[config.mk]
export PLATFORM = sky130hd
export DESIGN_NAME = spi_mem_writer
export DESIGN_NICKNAME = d
export VERILOG_FILES = /design/src/rtl/spi_mem_writer.sv
export SDC_FILE = /design/constraint.sdc
export NUM_CORES = 1
export LEC_CHECK = 0
export ABC_AREA = 1
export CORE_ASPECT_RATIO = 1.25
export CORE_MARGIN = 10
export CORE_UTILIZATION = 61
export CTS_BUF_LIST = sky130_fd_sc_hd__clkbuf_2
export DETAILED_ROUTE_END_ITERATION = 10
export PLACE_DENSITY_LB_ADDON = 0.08
export SETUP_SLACK_MARGIN = 0.15
export SYNTH_ARGS = -nofsm -noshare
export SYNTH_HDL_FRONTEND = slang
export SYNTH_SLANG_ARGS = --single-unit
[constraint.sdc]
create_clock -name clk -period 3.2 [get_ports clk]
set_clock_uncertainty 0.2 [all_clocks]
set_input_delay 0.8 -clock clk [delete_from_list [all_inputs] [get_ports clk]]
set_output_delay 0.8 -clock clk [all_outputs]
set_load 0.03 [all_outputs]
[src/rtl/spi_mem_writer.sv]
// SPI-slave (mode 0, MSB first) that streams N-bit words into an M-word config memory.
// Optional readback of the shift register on miso when SPI_READBACK_EN is defined.
module spi_mem_writer #(
  parameter  int M  = 10,
  parameter  int N  = 8,
  localparam int AW = $clog2(M)
) (
  input  logic          clk,
  input  logic          reset,
  input  logic          sclk,
  input  logic          cs_n,
  input  logic          mosi,
  output logic          miso,
  output logic [AW-1:0] mem_addr,
  output logic [N-1:0]  mem_data,
  output logic          mem_we,
  output logic          busy,
  output logic          load_done,
  output logic          overflow
);

  localparam int BW  = $clog2(N);
  localparam int WCW = $clog2(M + 1);
  localparam logic [BW-1:0]  LAST_BIT  = BW'(N - 1);
  localparam logic [WCW-1:0] WC_FULL   = WCW'(M);
  localparam logic [WCW-1:0] WC_LAST   = WCW'(M - 1);

  typedef enum logic [1:0] {IDLE, SHIFT, WRITE, DONE} state_t;

  state_t          r_state;
  logic [1:0]      r_sclk_q, r_cs_q, r_mosi_q;
  logic            r_sclk_prev, r_cs_prev;
  logic [BW-1:0]   r_bcnt;
  logic [WCW-1:0]  r_wcnt;
  logic [N-1:0]    r_shreg;
  logic [AW-1:0]   r_mem_addr;
  logic [N-1:0]    r_mem_data;
  logic            r_mem_we, r_load_done, r_overflow;

  logic            w_sclk_s, w_cs_s, w_mosi_s;
  logic            w_sclk_rise, w_cs_fall;
  logic [N-1:0]    w_shreg_nxt;
  state_t          w_exit_state;

  assign w_sclk_s     = r_sclk_q[1];
  assign w_cs_s       = r_cs_q[1];
  assign w_mosi_s     = r_mosi_q[1];
  assign w_sclk_rise  = w_sclk_s & ~r_sclk_prev;
  assign w_cs_fall    = r_cs_prev & ~w_cs_s;
  assign w_shreg_nxt  = {r_shreg[N-2:0], w_mosi_s};
  assign w_exit_state = r_load_done ? DONE : IDLE;

  // cs_n synchroniser resets to the deselected level so busy reads 0 out of reset.
  always_ff @(posedge clk or posedge reset) begin
    if (reset) begin
      r_sclk_q    <= 2'b00;
      r_cs_q      <= 2'b11;
      r_mosi_q    <= 2'b00;
      r_sclk_prev <= 1'b0;
      r_cs_prev   <= 1'b1;
    end else begin
      r_sclk_q    <= {r_sclk_q[0], sclk};
      r_cs_q      <= {r_cs_q[0], cs_n};
      r_mosi_q    <= {r_mosi_q[0], mosi};
      r_sclk_prev <= w_sclk_s;
      r_cs_prev   <= w_cs_s;
    end
  end

  always_ff @(posedge clk or posedge reset) begin
    if (reset) begin
      r_state     <= IDLE;
      r_bcnt      <= '0;
      r_wcnt      <= '0;
      r_shreg     <= '0;
      r_mem_addr  <= '0;
      r_mem_data  <= '0;
      r_mem_we    <= 1'b0;
      r_load_done <= 1'b0;
      r_overflow  <= 1'b0;
    end else begin
      r_mem_we <= 1'b0;
      case (r_state)
        IDLE, DONE: begin
          if (w_cs_fall) begin
            r_state     <= SHIFT;
            r_bcnt      <= '0;
            r_wcnt      <= '0;
            r_load_done <= 1'b0;
            r_overflow  <= 1'b0;
          end
        end
        SHIFT: begin
          // A completed word wins over a simultaneous deselect.
          if (w_sclk_rise && r_bcnt == LAST_BIT) begin
            r_shreg <= w_shreg_nxt;
            r_bcnt  <= '0;
            r_state <= WRITE;
            if (r_wcnt < WC_FULL) begin
              r_mem_we   <= 1'b1;
              r_mem_addr <= r_wcnt[AW-1:0];
              r_mem_data <= w_shreg_nxt;
            end
          end else if (w_cs_s) begin
            r_bcnt  <= '0;
            r_state <= w_exit_state;
          end else if (w_sclk_rise) begin
            r_shreg <= w_shreg_nxt;
            r_bcnt  <= r_bcnt + 1'b1;
          end
        end
        WRITE: begin
          if (r_wcnt == WC_FULL) r_overflow <= 1'b1;
          else                   r_wcnt     <= r_wcnt + 1'b1;
          if (r_wcnt == WC_LAST) r_load_done <= 1'b1;
          if (w_cs_s) r_state <= (r_load_done || r_wcnt == WC_LAST) ? DONE : IDLE;
          else        r_state <= SHIFT;
        end
        default: r_state <= IDLE;
      endcase
    end
  end

  assign mem_addr  = r_mem_addr;
  assign mem_data  = r_mem_data;
  assign mem_we    = r_mem_we;
  assign busy      = ~w_cs_s;
  assign load_done = r_load_done;
  assign overflow  = r_overflow;

`ifdef SPI_READBACK_EN
  logic r_miso;
  logic w_sclk_fall;
  assign w_sclk_fall = ~w_sclk_s & r_sclk_prev;

  // Launch on the falling edge so the host samples a stable bit on the next rise.
  always_ff @(posedge clk or posedge reset) begin
    if (reset)            r_miso <= 1'b0;
    else if (w_cs_s)      r_miso <= 1'b0;
    else if (w_sclk_fall) r_miso <= r_shreg[N-1];
  end
  assign miso = r_miso;
`else
  assign miso = 1'b0;
`endif

endmodule

After elaboration in Yosys (flattened, before gate mapping)
Cells that the tools add are included.

word-level totals
  memories = 0
  bits of input ports = 5
  register bits = 39
  output and inout port bits = 17
  RAM bits = 0
  latch bits = 0
  logic and storage cells = 74
  memory bits (read-only) = 0

cells by class
  $mul = 0
  $lt $le $gt $ge = 1
  bitwise operators = 4
  multiplexer cells = 26
  shift-type cells = 0
  reduce and logical (&&, ||, !) cells = 14
  equality and inequality tests = 13
  add/sub/neg operators = 2
  div/mod/pow operators = 0

operator list
  kind                 number
  $mux 7               3
  $reduce_and 3->1     6
  $mux 2               6
  $mux 3               4
  $eq 4x4->1 const B   2
  $mux 4               2
  $ne 2x2->1 const B   4
  $pmux 4 s2           1
  $mux 1               6
  $pmux 2 s3           1
  $pmux 3 s2           1
  $reduce_bool 2->1    3
  $add 4x1->4 const B  1
  $eq 2x2->1 const B   2
  $lt 4x4->1 const B   1
  $ne 4x4->1 const B   1
  $pmux 1 s2           2
  $add 3x1->3 const B  1
  $eq 3x3->1 const B   1
  $ne 3x3->1 const B   1
  $and 1x1->1          2
  $eq 2x1->1 const B   1
  $logic_not 2->1      1
  $ne 2x1->1 const B   1
  5 further kinds      6

Logic depth before layout (Yosys ltp)
  depth in word-level cells = 6
  depth in mapped cells = 9
  mapped depth without buffers = 9

Worst setup path after synthesis
Ideal clock, no wire load.

  path kind = register to output
  start = register r_cs_q[1]
  end = output busy
  buffers on the path = 0
  arrival = 650 ps
  data required time = 2200 ps
  path slack = 1550 ps
  stages on the path, launching flop included = 2
  cells stage by stage = dfstp_2 inv_2

between the ends
  longest elaborated chain between the ends = 1

RTL lines
  element                 line  text
  from (decl)             31    logic [1:0] r_sclk_q, r_cs_q, r_mosi_q;
  from (signal assigned)  63    r_cs_q <= {r_cs_q[0], cs_n};
  $not 1->1               127   assign busy = ~w_cs_s;
  to (decl)               17    output logic busy,

No other way between the ends.

Worst setup path after layout
Ends and elaborated chain as after synthesis.

==> results.json <==
{
  "status": "completed",
  "drv_cap": 0,
  "cts-root-buf": "clkbuf_2",
  "finalCritPeriodShare_pct": 82.96,
  "ys_ff_latch": 39,
  "grt_max_degree": 40,
  "clk_pin_slew_worst_paths_ns": 0.17,
  "start_util_pct": 65.25,
  "grt_pass1_wl_mm": 5.775,
  "fmax_ghz": 0.3767,
  "avgSynthCellArea_sq_um": 9.535,
  "power.density_nw_per_um2": 517.0,
  "rows": 21,
  "irDropWorstVdd_v": 0.0003665,
  "num-fill-cells": 219,
  "track_usage_pct": 13.83,
  "drv_slew": 0,
  "hold_violations": 0,
  "crit_required_ns": 2.20,
  "syn_area_sq_um": 1783,
  "layout-drive-gt1-share_pct": 19.81,
  "drtIter0Drc": 89,
  "tritoncts": "done",
  "fin_hold_ws_ns": 0.1699,
  "numPortBuffers": 20,
  "cts_setup_buffers": 0,
  "tns_ns": 0,
  "cts_buffers": 5,
  "hpwl_mm": 2.455,
  "fp.dieH_um": 80.45,
  "grt_overflow_total": 0,
  "h-tree-depth": 2,
  "path_buf_inv": 2,
  "synthCells": 187,
  "critPathMaxFanout": 5,
  "seq_area_frac_synth_pct": 54.95,
  "seq_power_share_pct": 55.1,
  "path_cells": "inv_2 > clkdlybuf4s50_1",
  "hp-class": "reg -> reg",
  "antenna_found_initial": 0,
  "routedWlPerCell_um": 13.62,
  "max_slew.worst_pin.slew_ns": 0.7675,
  "cp_slowest_cell": "dfstp_2",
  "yosysTopAreaCell": "dfrtp_1",
  "power.leakage_nw": 1.001,
  "cp-start-kind": "register",
  "num_io_pins": 22,
  "worst_setup_path_end_kind": "output port",
  "wl_mm": 3.350,
  "clockBufferDepth": 2,
  "dp_slack_ns": 0.9798,
  "netlist.area_leader.share_pct": 50.53,
  "n_antenna_cell": 0,
  "hold_end": "r_cs_q[1]$_DFF_PP1_",
  "drt.antenna.violating_nets": 0,
  "grt_pass1_vias": 1285,
  "numClockSinks": 39,
  "combPwrFrac_pct": 23.8,
  "vias": 1251,
  "hold_depth": 0,
  "arrival_ns": 1.65,
  "p_int_w": 0.0006848,
  "clkLatencyLatePin_ns": 0.41,
  "clock_power_share_pct": 21.1,
  "yosysUniqueCellTypes": 22,
  "place.gp.congestion": 0.7777,
  "power_switching_w": 0.0003669,
  "setup_viol": 0,
  "hold_buffers": 0,
  "path_class": "reg -> out",
  "period_minus_slack_ns": 2.655,
  "min-delay-start": "r_cs_q[0]$_DFF_PP1_",
  "slowest_delay_ns": 0.61,
  "ys_top_cells_by_area": "dfrtp_1 51%, nand2_1 10%, o21ai_2 7.9%",
  "syn_nets": 199,
  "cp_top_family": "buffers and inverters",
  "switching_share_pct": 34.89,
  "ctsResizeCount": 0,
  "setup_ws_ns": 0.5454,
  "timing.rr.end": "mem_data[5]$_DFFE_PP0P_",
  "die-area_sq_um": 5499,
  "area_growth_syn_to_layout_pct": 14.11,
  "reg2reg_setup_slack_ns": 1.11,
  "post-layout-total-power_w": 0.001052,
  "synth-warning-count": 0,
  "drcViolationCount": 0,
  "max_slew_margin_pct": 48.82,
  "r2r_cells": 7,
  "dr.pass1.iters": 4,
  "coreArea_sq_um": 2733,
  "die_x_um": 68.36,
  "r2r-start": "r_bcnt[0]$_DFFE_PP0P_",
  "final_util_pct": 74.45,
  "rsz0062_at_grt": "no",
  "layout.nets": 223,
  "drt-vias-per-instance": 5.085
}
## cells by family after synthesis
logic type                 after synthesis  share of synthesized area (%)
DFF                                     39                          54.95
adders and majority gates                7                          4.912
buffers and inverters                   32                          8.211
and+or+nand+nor                         77                          19.65
other                                    1                         0.2103
AOI/OAI and AO/OA                       31                          12.07
## cell usage in the layout (no fill, tap or decap), types with 2 or more instances in the layout
master	instances
inv_1	26
ha_1	7
inv_2	2
o21ai_1	6
nand3_1	7
nor2_2	2
clkdlybuf4s50_1	20
o21ai_0	6
dfrtp_1	36
nor2_1	8
a21oi_1	3
o21ai_2	16
nand3_2	2
dfstp_2	3
nand2_2	6
nand2_1	48
clkbuf_2	6
## metrics by stage
step	cell area [sq um]	cells
final	2034	246
after global routing	2034	246
after CTS	2034	246
after detailed placement	1992	238
after global placement	1992	238
after floorplan	1783	187
## flip-flops by register name, indices dropped and copies added, names as in the netlist, 2 cells and up
signal,flops
mem_addr,4
mem_data,8
r_bcnt,3
r_cs_q,2
r_mosi_q,2
r_sclk_q,2
r_shreg,7
r_state,2
r_wcnt,4
## layer usage
metal	part of all wire, %	up-vias	GRT usage (%)
li1	-	625	-
met1	40	599	15.05
met2	51	21	22.76
met3	6.7	6	6.528
met4	1.5	0	4.839
met5	0	-	0
## worst max path at each step
stage	from	to	slack (ns)	cells after the start
finish	r_cs_q[1]$_DFF_PP1_	busy	0.55	2
global route	r_cs_q[1]$_DFF_PP1_	busy	0.46	2
CTS	r_cs_q[1]$_DFF_PP1_	busy	0.51	2
detailed placement	r_cs_q[1]$_DFF_PP1_	busy	0.98	2
global placement	r_cs_q[1]$_DFF_PP1_	busy	1.0	2
floorplan	reset	load_done$_DFFE_PP0P_	1.32	1
## power by group through the flow
stage,clock [W],sequential (W),combinational [W]
floorplan,0,0.000580,0.000208
global placement,0,0.000585,0.000239
detailed placement,0,0.000589,0.000252
CTS,0.000227,0.000580,0.000254
global route,0.000249,0.000587,0.000284
finish,0.000222,0.000580,0.000250
## cell usage after synthesis
| cell | count |
|---|---|
| nand3_2 | 2 |
| buf_4 | 1 |
| dfstp_2 | 3 |
| nand3_1 | 7 |
| nor2_1 | 8 |
| ha_1 | 7 |
| or2_0 | 1 |
| inv_2 | 2 |
| conb_1 | 1 |
| nand4_1 | 1 |
| dfrtp_1 | 36 |
| nand2_4 | 1 |
| a21oi_1 | 3 |
| o21ai_0 | 6 |
| nand2_1 | 48 |
| nor2_4 | 1 |
| o21ai_2 | 16 |
| inv_1 | 26 |
| o21ai_1 | 6 |
| nand2_2 | 6 |
| buf_6 | 3 |
| nor2_2 | 2 |
## final cells by class
cell class	instances	area [sq um]	area share, %
multi-input cells	116	656.9	32.29
well taps	34	42.54	2.091
repair buffers	21	207.7	10.21
flip-flops and latches	39	979.7	48.16
clock buffers	6	30.03	1.476
inverters	28	105.1	5.166
clock inverters	2	12.51	0.6150
(Power assumes the default switching activity.)
